File: src/rtl/sync_fifo_param.sv
// sync_fifo_param: single-clock FIFO with programmable almost flags, fill count and optional FWFT read mode.
module sync_fifo_param #(
    parameter int WIDTH     = 8,
    parameter int DEPTH     = 16,
    parameter int AF_THRESH = DEPTH - 2,
    parameter int AE_THRESH = 2,
    parameter int FWFT      = 0
) (
    input  logic                     clk,
    input  logic                     rst,
    input  logic                     wr_en,
    input  logic [WIDTH-1:0]         wdata,
    input  logic                     rd_en,
    output logic [WIDTH-1:0]         rdata,
    output logic                     full,
    output logic                     empty,
    output logic                     almost_full,
    output logic                     almost_empty,
    output logic                     overflow,
    output logic                     underflow,
    output logic [$clog2(DEPTH):0]   count
);
    localparam int AW = $clog2(DEPTH);
    localparam int CW = AW + 1;

    logic [WIDTH-1:0] mem [DEPTH];
    logic [AW-1:0]    wr_ptr, rd_ptr;
    logic [WIDTH-1:0] rdata_q;
    logic             rd_acc, wr_acc;

    assign rd_acc       = rd_en && !empty;
    // a pop in the same cycle frees the slot, so a full FIFO still takes the write
    assign wr_acc       = wr_en && (!full || rd_acc);
    assign full         = count == CW'(DEPTH);
    assign empty        = count == '0;
    assign almost_full  = count >= CW'(AF_THRESH);
    assign almost_empty = count <= CW'(AE_THRESH);
    assign rdata        = (FWFT != 0) ? (empty ? '0 : mem[rd_ptr]) : rdata_q;

    always_ff @(posedge clk) begin
        if (!rst && wr_acc) mem[wr_ptr] <= wdata;
    end

    always_ff @(posedge clk) begin
        if (rst) begin
            wr_ptr    <= '0;
            rd_ptr    <= '0;
            count     <= '0;
            rdata_q   <= '0;
            overflow  <= 1'b0;
            underflow <= 1'b0;
        end else begin
            wr_ptr    <= wr_ptr + AW'(wr_acc);
            rd_ptr    <= rd_ptr + AW'(rd_acc);
            count     <= count + CW'(wr_acc) - CW'(rd_acc);
            rdata_q   <= rd_acc ? mem[rd_ptr] : rdata_q;
            overflow  <= wr_en && !wr_acc;
            underflow <= rd_en && !rd_acc;
        end
    end
endmodule
File: config.mk
export PLATFORM = sky130hd
export DESIGN_NAME = sync_fifo_param
export DESIGN_NICKNAME = d
export VERILOG_FILES = /design/src/rtl/sync_fifo_param.sv
export SDC_FILE = /design/constraint.sdc
export NUM_CORES = 1
export LEC_CHECK = 0
export BUFFER_PORTS_ARGS = -buffer_cell sky130_fd_sc_hd__buf_2
export CAP_MARGIN = 5
export CELL_PAD_IN_SITES_DETAIL_PLACEMENT = 1
export CELL_PAD_IN_SITES_GLOBAL_PLACEMENT = 1
export CORE_ASPECT_RATIO = 0.7
export CORE_UTILIZATION = 48
export CTS_CLUSTER_DIAMETER = 100
export DETAILED_ROUTE_END_ITERATION = 8
export PLACE_DENSITY_LB_ADDON = 0.05
export SLEW_MARGIN = 40
export SYNTH_ARGS = -nofsm -noshare
export SYNTH_HDL_FRONTEND = slang
export SYNTH_SLANG_ARGS = --single-unit
export TNS_END_PERCENT = 50
File: constraint.sdc
create_clock -name clk -period 2.62 [get_ports clk]
set_input_delay 0.262 -clock clk [delete_from_list [all_inputs] [get_ports clk]]
set_output_delay 0.262 -clock clk [all_outputs]
set_load 0.02 [all_outputs]
======== Word level (Yosys, flattened, before mapping) ========
Memories as Yosys holds them, arrays and structs flattened. A register that Yosys moved wholly into a read port is not among the register bits.
Index checks and enable logic that the tools add are counted.
Widths: inputs -> output; s select.
storage, ports and cells
  register bits ........................... 15
  memory bits (writable) .................. 128
  input port bits ......................... 12
  memories kept ........................... 1
memory list
  memory  depth  width  rd ports  clocked after memory_dff  write ports  line  RTL
  mem     16     8      1         1                         1            26    logic [WIDTH-1:0] mem [DEPTH];
cells by class
  add/subtract/negate cells ............... 4
  magnitude comparators ................... 2
  eq/ne operators ......................... 1
  muxes and demuxes ....................... 2
  reduce and logical (&&, ||, !) cells .... 12
operators with widths
  cell                count
  $add 4x1->4         2
  $add 5x1->5         1
  $eq 5x5->1 const B  1
  $ge 5x4->1 const B  1
  $le 5x2->1 const B  1
  $logic_and 1x1->1   5
  $logic_not 1->1     5
  $logic_not 5->1     1
  $sub 5x1->5         1
  $mux 1              2
  $logic_or 1x1->1    1

======== Longest topological paths before layout ========
Gate-level depths: netlist of the first run.
  depth after elaboration ................. 8
  gate-level depth with buffers ........... 14
  gate-level depth less buffers ........... 14

======== Least setup slack after synthesis of the first run ========
Ideal clock, no wire load.
  path kind ............................... register to register
  start ................................... register count[2]
  end ..................................... register count[4]
  setup time .............................. 0.128 ns
  arrival time ............................ 2.444 ns
  required time ........................... 2.492 ns
  setup slack ............................. 0.049 ns
  cell stages (with the launch flop) ...... 14
  buffers on the path ..................... 0
  clock period less this slack ............ 2.571 ns
  path through ............................ dfxtp_1 inv_1 ha_1 or4b_4 nand2_4 inv_2 o21ai_1 ha_1 inv_1 fa_1 o21bai_1 a21oi_1 xnor2_1 nor2_1
on the way
  cells in the longest elaborated chain, start to end .. 7
  elaborated cells between the ends (all ways) .. 9
  those cells by class .................... add/sub (2); eq/ne (1); reduce/logical (6)
RTL lines
  element                 line  RTL
  from (decl)             21    output logic [$clog2(DEPTH):0] count
  from (signal assigned)  55    count <= count + CW'(wr_acc) - CW'(rd_acc);
  $logic_not 5->1         35    assign empty = count == '0;
  $logic_not 1->1         31    assign rd_acc = rd_en && !empty;
  $logic_and 1x1->1       31
  $logic_or 1x1->1        33    assign wr_acc = wr_en && (!full || rd_acc);
  $logic_and 1x1->1       33
  $add 5x1->5             55
  $sub 5x1->5 *           55
Mark *: on every way between the ends. The rest lies on a longest branch, timed or not.
A chain may end at the register's enable or synchronous reset.

======== Worst setup path in the final report of the first run ========
Ends and elaborated chain as after synthesis.

==> metrics.log, run 1 <==
[metrics] status: complete, no violations
[metrics] power after layout: 6.488 mW
[metrics] startpoint type of the worst setup path: flop
[metrics] arrival time at the worst endpoint: ~2.8 ns
[metrics] Max Clk Rate: 397.0 MHz
[metrics] starting density of the core: 50.62%
[metrics] Post-synth EDFFs: ~130
[metrics] count of hold buffers inserted by post-cts repair: 0
[metrics] WL per Instance: 23.83 um
[metrics] total I/O pin count: 31
[metrics] Max Root-Sink Buffers: 2
[metrics] worst slew pin tran: 0.6595 ns
[metrics] via count of the first global-routing pass: 3256
[metrics] clock transition time at the flip-flop clock pins of the worst setup and hold paths: 0.06 ns
[metrics] pin count of the biggest net entering global routing: 34
[metrics] area grow syn2layout: 17.49%
[metrics] post-synthesis cell type count: 38
[metrics] floorplan row count: 33
[metrics] main combinational cell family by area after synthesis: multiplexers
[metrics] shortest clock period the worst path allows after layout: ~2.5 ns
[metrics] max-slew violations: 0
[metrics] overall global routing resource usage: 22.43%
[metrics] setup-violating endpoint count in the final report: 0
[metrics] Antenna Cells: 0
[metrics] routability congestion estimate: 0.7891
[metrics] relative contribution of the clock network to total power: 34.7%
[metrics] maximum fanout along the worst path: 4
[metrics] via count: 3137
[metrics] Async S/R FF share, synth: 0%
[metrics] cell with the most instances after synthesis: sky130_fd_sc_hd__edfxtp_1
[metrics] filler cell count in the final layout: between 1000 and 1500
[metrics] most numerous cell types in the synthesized netlist: sky130_fd_sc_hd__edfxtp_1, sky130_fd_sc_hd__mux4_2, sky130_fd_sc_hd__dfxtp_1, sky130_fd_sc_hd__nor2_1, sky130_fd_sc_hd__mux2i_1
[metrics] post-synthesis sequential element count: 151
[metrics] Synth area leader: sky130_fd_sc_hd__edfxtp_1
[metrics] sequential area share after synthesis: 70.77%
[metrics] drt total wl: 13230 um
[metrics] Worst Hold Class: in2reg
[metrics] routing usage on met1: 31.43%
[metrics] number of nets in the synthesized netlist: 347
[metrics] Worst EP required: 2.93 ns
[metrics] first-pass GRT wire length: 20130 um
[metrics] cell at the root of the clock tree: sky130_fd_sc_hd__clkbuf_16
[metrics] share of final-layout standard cells stronger than drive strength 1: 32.41%
[metrics] clock buffer count from CTS: 17
[metrics] sort of element at the end of the critical path: flop
[metrics] XOR/XNOR share of the synthesized area: 1.008%
[metrics] P_sw: about 1.9 mW
[metrics] GR Util met3: 5.687%
[metrics] internal power of the cells: 4.594 mW
[metrics] fraction of power spent switching nets: 29.19%
[metrics] drc violations: 0
[metrics] TritonCTS sink count: 151
[metrics] Critical Setup Path Class: reg2reg
[metrics] initial DRC count: 162
[metrics] max capacitance violation total: 0
[metrics] NumNets Final: ~410
[metrics] Syn Area/Cell: roughly 19 sq um
[metrics] complex-gate fraction of the synthesized area: 1.995%
[metrics] Layout Utilization: approximately 59%
[metrics] Post-Layout Cell Count: 555
[metrics] CTS tree: done
[metrics] HPWL Detailed: 8678 um
[metrics] die outline area: between 10000 and 15000 sq um
[metrics] post-DR vias/cell: 5.652
[metrics] met2 Track Usage GR: between 30% and 40%
[metrics] Cells after DPL: 522
[metrics] worst clock skew: 0.009593 ns
[metrics] post-synthesis instance area: 6082 sq um
[metrics] deepest level of the CTS H-tree: 4
[metrics] dominant synthesized flop cell: sky130_fd_sc_hd__edfxtp_1
[metrics] port bufs: 30
[metrics] Slew HR: 55.97%
[metrics] Sum Neg Setup Slack: 0 ns
[metrics] share of cell area taken by muxes after synthesis: roughly 15%
[metrics] busiest grt layer: met2
[metrics] Period Utilization, post-route: 96.13%
[metrics] Peak VDD IR: 0.0005377 V
[metrics] post-synthesis share of cell area spent on full adders, half adders and majority gates: 3.209%
[metrics] die outline width: 136.5 um
[metrics] fraction of post-synthesis cell area in the top cell type by area: a little over three fifths
[metrics] sequential cell fraction of total power: 44.1%
[metrics] clock insertion delay at the later pin of the skew report: between 0.4 and 0.5 ns
[metrics] post-synthesis simple-gate area fraction: 5.719%
[metrics] synth warn: 0
[metrics] sum of overflow across all layers after global routing: 0
[metrics] final hold violation count: 0
[metrics] CORE AREA: around 12000 sq um
[metrics] antenna violations before repair: 0
[metrics] power per cell area: 907.9 nW/um^2
[metrics] proportion of power drawn by combinational gates: 21.2%
[metrics] die extent in y: 96.18 um
[metrics] Antenna Nets Post-Route: 0
[metrics] leading cell types by total area after synthesis: sky130_fd_sc_hd__edfxtp_1, sky130_fd_sc_hd__mux4_2, sky130_fd_sc_hd__dfxtp_1, sky130_fd_sc_hd__mux4_1, sky130_fd_sc_hd__ha_1
[metrics] leakage power: roughly 2.5 nW
[metrics] number of search-and-repair iterations in the first detailed-routing pass: 4
[metrics] Cells after Synth: 320
-- placed cells by master (no fill, tap or decap), types with 4 or more instances in the layout --
cell / Yosys / final
sky130_fd_sc_hd__edfxtp_1: 128 / 128
sky130_fd_sc_hd__buf_2: 4 / 30
sky130_fd_sc_hd__buf_4: 0 / 29
sky130_fd_sc_hd__mux4_2: 24 / 24
sky130_fd_sc_hd__dfxtp_1: 23 / 22
sky130_fd_sc_hd__nor2_1: 20 / 20
sky130_fd_sc_hd__clkbuf_16: 0 / 17
sky130_fd_sc_hd__mux2i_1: 16 / 16
sky130_fd_sc_hd__ha_1: 14 / 12
sky130_fd_sc_hd__nand3b_1: 9 / 9
sky130_fd_sc_hd__inv_1: 10 / 8
sky130_fd_sc_hd__o221ai_1: 8 / 8
sky130_fd_sc_hd__mux4_1: 8 / 8
sky130_fd_sc_hd__nor2b_1: 6 / 6
sky130_fd_sc_hd__xnor2_1: 5 / 5
sky130_fd_sc_hd__clkinv_4: 0 / 5
sky130_fd_sc_hd__nor3_1: 4 / 4
sky130_fd_sc_hd__inv_6: 0 / 4
-- path summary, 6_finish.rpt --
check / from / endpoint / cells past startpoint / slack, ns
setup reg to reg: count[2] / count[4] / 13 / 0.10
hold / removal: rd_en / overflow / 2 / 0.09
hold reg to reg: rdata[0] / rdata[0] / 2 / 0.51
setup / recovery: count[2] / count[4] / 13 / 0.10
-- power groups by stage --
stage          Sequential, mW  Combinational, mW  Clock (mW)
2_1_floorplan            2.94              0.877           0
3_3_place_gp             2.90               1.30           0
3_5_place_dp             2.91               1.34           0
4_1_cts                  2.86               1.37        2.29
5_1_grt                  2.88               1.50        2.38
6_report                 2.86               1.37        2.25
-- logic make-up after synthesis --
logic type	Yosys count
compound gates	16
xor+xnor	7
fa+ha+maj	15
buf+inv	26
flops	151
mux	48
simple gates	57
-- metal layers --
| layer | routed length, um | vias up | share of wire [%] |
|---|---|---|---|
| li1 | - | 1408 | - |
| met1 | 6215 | 1635 | 47 |
| met2 | 6202 | 80 | 47 |
| met3 | 653 | 14 | 4.9 |
| met4 | 156 | 0 | 1.2 |
| met5 | 0 | - | 0 |
-- sequential cells by signal (all words and copies together), names as in the netlist --
register,count
overflow,1
rdata,8
count,5
rd_ptr,4
mem,128
wr_ptr,4
underflow,1
-- critical path, cell delays in order (launching register included) --
cell                       delay [ns]
sky130_fd_sc_hd__dfxtp_1         0.32
sky130_fd_sc_hd__inv_2           0.08
sky130_fd_sc_hd__ha_2            0.18
sky130_fd_sc_hd__or4b_4          0.49
sky130_fd_sc_hd__nand2_4         0.09
sky130_fd_sc_hd__inv_2           0.06
sky130_fd_sc_hd__o21ai_2         0.15
sky130_fd_sc_hd__ha_2            0.19
sky130_fd_sc_hd__inv_1           0.05
sky130_fd_sc_hd__fa_2            0.35
sky130_fd_sc_hd__o21bai_1        0.14
sky130_fd_sc_hd__a21oi_1         0.09
sky130_fd_sc_hd__xnor2_1         0.14
sky130_fd_sc_hd__nor2_1          0.05
-- final cells by class --
type                    count  area [sq um]  share of cell area [%]
well taps                 157         196.4                   2.749
multi-input cells         143          1648                   23.06
clock inverters            14         117.6                   1.646
clock buffers              18         429.2                   6.006
repair buffers             61         407.9                   5.708
inverters                  11         41.29                  0.5778
flip-flops and latches    151          4305                   60.25
-- through the flow --
| stage | worst slack [ns] | hold WS (ns) | instance area, sq um |
|---|---|---|---|
| after floorplan | 0.04869 | 0.3413 | 6082 |
| after global placement | 0.09073 | 0.4782 | 6580 |
| after detailed placement | 0.02083 | 0.4890 | 6580 |
| after CTS | 0.06066 | 0.07290 | 7136 |
| after global routing | -0.02183 | 0.08201 | 7146 |
| final | 0.1013 | 0.09258 | 7146 |
-- timing repair --
action                                 4_1_cts  5_1_grt
gates resized for setup                      3        3
buffers inserted                             0        1
endpoints found under the hold margin        0        0
setup endpoints to repair                    1        1
No activity file was read; power rests on OpenSTA's default activity.
==> run 2: changes to the inputs <==
--- a/config.mk
+++ b/config.mk
@@ -13,7 +13,7 @@
 export CORE_UTILIZATION = 48
 export CTS_CLUSTER_DIAMETER = 100
 export DETAILED_ROUTE_END_ITERATION = 8
-export PLACE_DENSITY_LB_ADDON = 0.05
+export PLACE_DENSITY_LB_ADDON = 0.15
 export SLEW_MARGIN = 40
 export SYNTH_ARGS = -nofsm -noshare
 export SYNTH_HDL_FRONTEND = slang
==> run 2 against run 1 <==
Against the previous run: register-to-register slack better by 0.03 ns; clock skew increased by 0.00095 ns; clock power is 4% higher; critical path type unchanged; combinational power increased by 4%; clock-buffer cell count is the same.
==> metrics.log, run 2 (same netlist as run 1, synthesis figures left out) <==
[metrics] status: complete, no violations
[metrics] launch instance of the worst min-delay path: rd_en
[metrics] Worst path most repeated cell: sky130_fd_sc_hd__inv_2
[metrics] pin count of the biggest net entering global routing: 35 (+2.9%)
[metrics] busiest grt layer: met2
[metrics] final hold violation count: 0 (unchanged)
[metrics] GR Util met3: 4.529% (-1.2 points)
[metrics] Sum Neg Setup Slack: 0 ns (unchanged)
[metrics] clock insertion delay at the later pin of the skew report: 0.42 ns (about the same)
[metrics] Max Clk Rate: 402.1 MHz (+1.3%)
[metrics] cell at the root of the clock tree: sky130_fd_sc_hd__clkbuf_16
[metrics] die outline area: 13130 sq um (unchanged)
[metrics] sort of element at the end of the critical path: flop
[metrics] max-slew violations: 0 (unchanged)
[metrics] clock buffer count from CTS: 17 (unchanged)
[metrics] highest-count cells in the layout ignoring fill and taps: sky130_fd_sc_hd__edfxtp_1, sky130_fd_sc_hd__buf_2, sky130_fd_sc_hd__buf_4
[metrics] Period Utilization, post-route: 94.92% (-1.2 points)
[metrics] worst r2r src: count[3]
[metrics] Worst Hold Class: in2reg
[metrics] Max Root-Sink Buffers: 2 (unchanged)
[metrics] startpoint type of the worst setup path: flop
[metrics] starting density of the core: 50.62% (unchanged)
[metrics] standard cell area after detailed placement: 6543 sq um (-0.57%)
[metrics] met2 Track Usage GR: 32.53% (-2.4 points)
[metrics] crit-path max cell delay: 0.49 ns (about the same)
[metrics] number of search-and-repair iterations in the first detailed-routing pass: 5 (+1)
[metrics] max capacitance violation total: 0 (unchanged)
[metrics] Final Instance Area: 7149 sq um (about the same)
[metrics] clock transition time at the flip-flop clock pins of the worst setup and hold paths: 0.06 ns (about the same)
[metrics] flip-flop count of the largest register after layout: 128 (unchanged)
[metrics] capture point of the worst reg-to-reg path: count[4]
[metrics] Slew HR: 67.25% (+11 points)
[metrics] most common cell after layout, fill and taps aside: sky130_fd_sc_hd__edfxtp_1
[metrics] R2R depth: 13 (unchanged)
[metrics] post-DR vias/cell: 5.773 (+2.1%)
[metrics] floorplan row count: 33 (unchanged)
[metrics] power after layout: 6.577 mW (+1.4%)
[metrics] shortest clock period the worst path allows after layout: 2.487 ns (-0.03185 ns)
[metrics] routing usage on met1: 31.84% (+0.41 points)
[metrics] setup-violating endpoint count in the final report: 0 (unchanged)
[metrics] total I/O pin count: 31 (unchanged)
[metrics] CTS tree: done
[metrics] first-pass GRT wire length: 19650 um (-2.4%)
[metrics] Worst EP required: 2.93 ns (about the same)
[metrics] arrival time at the worst endpoint: 2.79 ns (-0.04 ns)
[metrics] worst clock skew: 0.01054 ns (+0.0009512 ns)
[metrics] share of final-layout standard cells stronger than drive strength 1: 31.04% (-1.4 points)
[metrics] die extent in y: 96.18 um (unchanged)
[metrics] HPWL Detailed: 8374 um (-3.5%)
[metrics] TritonCTS sink count: 151 (unchanged)
[metrics] deepest level of the CTS H-tree: 4 (unchanged)
[metrics] count of hold buffers inserted by post-cts repair: 0 (unchanged)
[metrics] worst reg2reg setup slack: 0.13 ns (+0.03 ns)
[metrics] drt total wl: 12900 um (-2.5%)
[metrics] Antenna Nets Post-Route: 0 (unchanged)
[metrics] maximum fanout along the worst path: 4 (unchanged)
[metrics] power per cell area: 920.0 nW/um^2 (+1.3%)
[metrics] Critical Setup Path Class: reg2reg
[metrics] port bufs: 30 (unchanged)
[metrics] die outline width: 136.5 um (unchanged)
[metrics] Antenna Cells: 0 (unchanged)
[metrics] NumNets Final: 409 (-0.73%)
[metrics] overall global routing resource usage: 21.97% (-0.45 points)
[metrics] WL per Instance: 23.45 um (-1.6%)
[metrics] worst slew pin tran: 0.4895 ns (-0.1700 ns)
[metrics] sum of overflow across all layers after global routing: 0 (unchanged)
[metrics] leakage power: 2.457 nW (-0.63%)
[metrics] drc violations: 0 (unchanged)
[metrics] initial DRC count: 277 (+71%)
[metrics] CORE AREA: 12020 sq um (unchanged)
[metrics] antenna violations before repair: 0 (unchanged)
[metrics] area grow syn2layout: 17.55% (about the same)
[metrics] Hold Path Depth: 2 (unchanged)
[metrics] routability congestion estimate: 0.7979 (+1.1%)
[metrics] Peak VDD IR: 0.0005378 V (about the same)
[metrics] Layout Utilization: 59.50% (about the same)
[metrics] via count of the first global-routing pass: 3190 (-2.0%)
[metrics] cells along the critical path: inv_2 -> ha_4 -> or4b_4 -> nand2_4 -> inv_2 -> o21ai_2 -> ha_2 -> inv_1 -> fa_2 -> o21bai_1 -> a21oi_1 -> xnor2_1 -> nor2_1
[metrics] filler cell count in the final layout: 1062 (+1.0%)
[metrics] Worst Hold Path EP: overflow
[metrics] via count: 3175 (+1.2%)
[metrics] slowest CP cell: sky130_fd_sc_hd__or4b_4
[metrics] largest reg by FF count: mem
## run 2: worst max-delay path by stage
stage               cells past startpoint        to     start  slack, ns
global placement                       13  count[4]  count[3]       0.11
floorplan                              13  count[4]  count[2]       0.05
detailed placement                     13  count[4]  count[3]      -0.02
finish                                 13  count[4]  count[3]       0.13
global route                           13  count[4]  count[3]    -0.0004
CTS                                    13  count[4]  count[3]      0.007
## run 2: through the flow
step                setup WS, ns  hold slack, ns  cells
floorplan                0.04869          0.3413    320
global placement          0.1055          0.4878    517
detailed placement      -0.01632          0.4978    517
CTS                     0.007449         0.08679    547
global route          -0.0003921          0.1141    550
finish                    0.1332          0.1102    550
## run 2: area by class of cell
type | instances | area, sq um | area share (%)
flip-flops and latches | 151 | 4309 | 60.27
multi-input cells | 143 | 1658 | 23.19
clock buffers | 18 | 429.2 | 6.003
repair buffers | 58 | 385.4 | 5.390
well taps | 157 | 196.4 | 2.748
clock inverters | 12 | 130.1 | 1.820
inverters | 11 | 41.29 | 0.5775
## run 2: layer usage
layer,part of all wire [%],vias up,wire length (um)
met4,1.7,0,216
met5,0,-,0
met2,46,94,5916
met3,5.9,17,760
met1,47,1665,6002
li1,-,1399,-
## run 2: critical path, delay by kind of cell, from the launching register on
family / cells / cell delay [ns]
DFF: 1 / 0.35
xor gates and xnor gates: 1 / 0.16
and+or+nand+nor: 3 / 0.62
AOI/OAI and AO/OA: 3 / 0.37
adders and majority gates: 3 / 0.68
buffers and inverters: 3 / 0.19
## run 2: power breakdown
group / leakage, nW / switching, mW / internal, mW / total [mW]
clock network: 0.259 / 0.945 / 1.39 / 2.33
logic: 0.855 / 0.778 / 0.637 / 1.42
registers: 1.34 / 0.101 / 2.73 / 2.83
## run 2: repair_timing
| item | CTS | global route |
|---|---|---|
| setup endpoints to repair | 1 | 1 |
| setup buffers | 0 | 3 |
| resized for setup | 1 | 8 |
| pin swaps | 0 | 6 |
==> run 3: changes to the inputs <==
--- a/config.mk
+++ b/config.mk
@@ -13,7 +13,7 @@
 export CORE_UTILIZATION = 48
 export CTS_CLUSTER_DIAMETER = 100
 export DETAILED_ROUTE_END_ITERATION = 8
-export PLACE_DENSITY_LB_ADDON = 0.15
+export PLACE_DENSITY_LB_ADDON = 0.1
 export SLEW_MARGIN = 40
 export SYNTH_ARGS = -nofsm -noshare
 export SYNTH_HDL_FRONTEND = slang
==> run 3 against run 2 <==
Against the previous run: clock power is 7% higher; register-to-register slack improved by 0.02 ns; highest routed layer unchanged; global-route usage grew 0.97 points; non-clock buffer count rose by 3; sequential share of layout area fell by 0.33 points; maximum frequency grew 0.84%; critical path depth unchanged; die area did not move; flip-flop and latch count unchanged; hold slack got worse by 0.0095 ns.
==> metrics.log, run 3 (same netlist as run 1, synthesis figures left out) <==
[metrics] most common cell after layout, fill and taps aside: sky130_fd_sc_hd__edfxtp_1
[metrics] total I/O pin count: 31 (unchanged)
[metrics] drc violations: 0 (unchanged)
[metrics] highest-count cells in the layout ignoring fill and taps: sky130_fd_sc_hd__edfxtp_1, sky130_fd_sc_hd__buf_2, sky130_fd_sc_hd__buf_4
[metrics] worst clock skew: 0.01175 ns (+0.001210 ns)
[metrics] Critical Setup Path Class: reg2reg
[metrics] CORE AREA: 12020 sq um (unchanged)
[metrics] flip-flop count of the largest register after layout: 128 (unchanged)
[metrics] Worst EP required: 2.92 ns (about the same)
[metrics] max-slew violations: 0 (unchanged)
[metrics] starting density of the core: 50.62% (unchanged)
[metrics] die outline area: 13130 sq um (unchanged)
[metrics] routability congestion estimate: 0.8452 (+5.9%)
[metrics] NumNets Final: 412 (+0.73%)
[metrics] largest reg by FF count: mem
[metrics] Layout Utilization: 59.79% (+0.29 points)
[metrics] initial DRC count: 219 (-21%)
[metrics] sort of element at the end of the critical path: flop
[metrics] arrival time at the worst endpoint: 2.77 ns (-0.02 ns)
[metrics] Antenna Nets Post-Route: 0 (unchanged)
[metrics] die extent in y: 96.18 um (unchanged)
[metrics] Antenna Cells: 0 (unchanged)
[metrics] R2R depth: 13 (unchanged)
[metrics] max capacitance violation total: 0 (unchanged)
[metrics] sum of overflow across all layers after global routing: 0 (unchanged)
[metrics] CTS tree: done
[metrics] worst r2r src: count[3]
[metrics] Max Clk Rate: 405.5 MHz (+0.84%)
[metrics] overall global routing resource usage: 22.94% (+0.97 points)
[metrics] floorplan row count: 33 (unchanged)
[metrics] launch instance of the worst min-delay path: rd_en
[metrics] antenna violations before repair: 0 (unchanged)
[metrics] worst slew pin tran: 0.5456 ns (+0.05615 ns)
[metrics] TritonCTS sink count: 151 (unchanged)
[metrics] least setup slack across all paths after layout: 0.1538 ns (+0.02066 ns)
[metrics] leakage power: 2.505 nW (+2.0%)
[metrics] HPWL Detailed: 8768 um (+4.7%)
[metrics] WL per Instance: 24.35 um (+3.9%)
[metrics] startpoint type of the worst setup path: flop
[metrics] share of final-layout standard cells stronger than drive strength 1: 31.91% (+0.87 points)
[metrics] port bufs: 30 (unchanged)
[metrics] number of search-and-repair iterations in the first detailed-routing pass: 4 (-1)
[metrics] combined flip-flop and latch cell area: 4307 sq um (about the same)
[metrics] cell at the root of the clock tree: sky130_fd_sc_hd__clkbuf_16
[metrics] Sum Neg Setup Slack: 0 ns (unchanged)
[metrics] Worst Hold Class: in2reg
[metrics] Peak VDD IR: 0.0007884 V (+47%)
[metrics] first-pass GRT wire length: 20220 um (+2.9%)
[metrics] die outline width: 136.5 um (unchanged)
[metrics] pin count of the biggest net entering global routing: 27 (-23%)
[metrics] area used by multi-input combinational logic: 1645 sq um (-0.75%)
[metrics] clock transition time at the flip-flop clock pins of the worst setup and hold paths: 0.07 ns (about the same)
[metrics] filler cell count in the final layout: 1073 (+1.0%)
[metrics] setup-violating endpoint count in the final report: 0 (unchanged)
[metrics] maximum fanout along the worst path: 4 (unchanged)
[metrics] power after layout: 6.714 mW (+2.1%)
[metrics] deepest level of the CTS H-tree: 4 (unchanged)
[metrics] Hold Path Depth: 2 (unchanged)
[metrics] clock buffer count from CTS: 17 (unchanged)
[metrics] Period Utilization, post-route: 94.13% (-0.79 points)
[metrics] count of hold buffers inserted by post-cts repair: 0 (unchanged)
[metrics] clock insertion delay at the later pin of the skew report: 0.42 ns (about the same)
[metrics] final hold violation count: 0 (unchanged)
[metrics] via count: 3167 (-0.25%)
[metrics] critical path launch point: count[3]
[metrics] area grow syn2layout: 18.12%
[metrics] power per cell area: 934.5 nW/um^2 (+1.6%)
[metrics] Max Root-Sink Buffers: 2 (unchanged)
[metrics] Slew HR: 63.62% (-3.6 points)
[metrics] shortest clock period the worst path allows after layout: 2.466 ns (-0.02066 ns)
[metrics] drt total wl: 13510 um (+4.8%)
[metrics] via count of the first global-routing pass: 3303 (+3.5%)
[metrics] status: complete, no violations
[metrics] dpl ws: 0.04089 ns (+0.05721 ns)
[metrics] RSZ-0062 raised after global routing: no
[metrics] post-DR vias/cell: 5.706 (-1.2%)
[run 3: layout make-up]
class	instances	share of cell area (%)
sequential	151	59.94
timing repair buffer	61	5.503
clock buffer	17	5.921
multi-input combinational	143	22.90
inverter	11	0.5747
clock inverter	15	2.421
tap	157	2.734
[run 3: final timing paths]
| kind | to | slack (ns) |
|---|---|---|
| worst max-delay path | count[4] | 0.15 |
| worst max register to register | count[4] | 0.15 |
| worst min register to register | rdata[2] | 0.51 |
| worst min-delay path | overflow | 0.10 |
[run 3: per-layer routing]
| layer | share of wire [%] | wire length (um) | GRT usage, % | vias up |
|---|---|---|---|---|
| met2 | 45 | 6142 | 34.73 | 89 |
| met1 | 48 | 6513 | 32.95 | 1655 |
| li1 | - | - | - | 1408 |
| met5 | 0 | 0 | 0 | - |
| met3 | 5.0 | 675 | 5.213 | 15 |
| met4 | 1.4 | 183 | 7.685 | 0 |
[run 3: what timing repair did]
action	CTS	global route
gates resized for setup	0	6
buffers inserted	0	1
endpoints found under the setup margin	0	1
[run 3: power breakdown]
| group | internal, mW | switching, mW | total [mW] |
|---|---|---|---|
| Combinational | 0.630 | 0.726 | 1.36 |
| Clock | 1.50 | 0.986 | 2.49 |
| Sequential | 2.72 | 0.144 | 2.87 |
| Total | 4.86 | 1.86 | 6.71 |
[run 3: worst max-delay path, cell delays in order (launching register included)]
cell,delay [ns]
sky130_fd_sc_hd__dfxtp_2,0.34
sky130_fd_sc_hd__inv_2,0.07
sky130_fd_sc_hd__ha_1,0.15
sky130_fd_sc_hd__or4b_4,0.50
sky130_fd_sc_hd__nand2_4,0.09
sky130_fd_sc_hd__inv_2,0.06
sky130_fd_sc_hd__o21ai_2,0.14
sky130_fd_sc_hd__ha_2,0.19
sky130_fd_sc_hd__inv_1,0.05
sky130_fd_sc_hd__fa_2,0.34
sky130_fd_sc_hd__o21bai_1,0.14
sky130_fd_sc_hd__a21oi_1,0.09
sky130_fd_sc_hd__xnor2_1,0.13
sky130_fd_sc_hd__nor2_1,0.05
[run 3: through the flow]
stage / hold WS, ns / cells / instance area [sq um]
6_report: 0.1007 / 555 / 7184
5_1_grt: 0.09574 / 555 / 7184
4_1_cts: 0.09063 / 554 / 7167
3_5_place_dp: 0.5025 / 522 / 6568
3_3_place_gp: 0.4770 / 522 / 6568
2_1_floorplan: 0.3413 / 320 / 6082
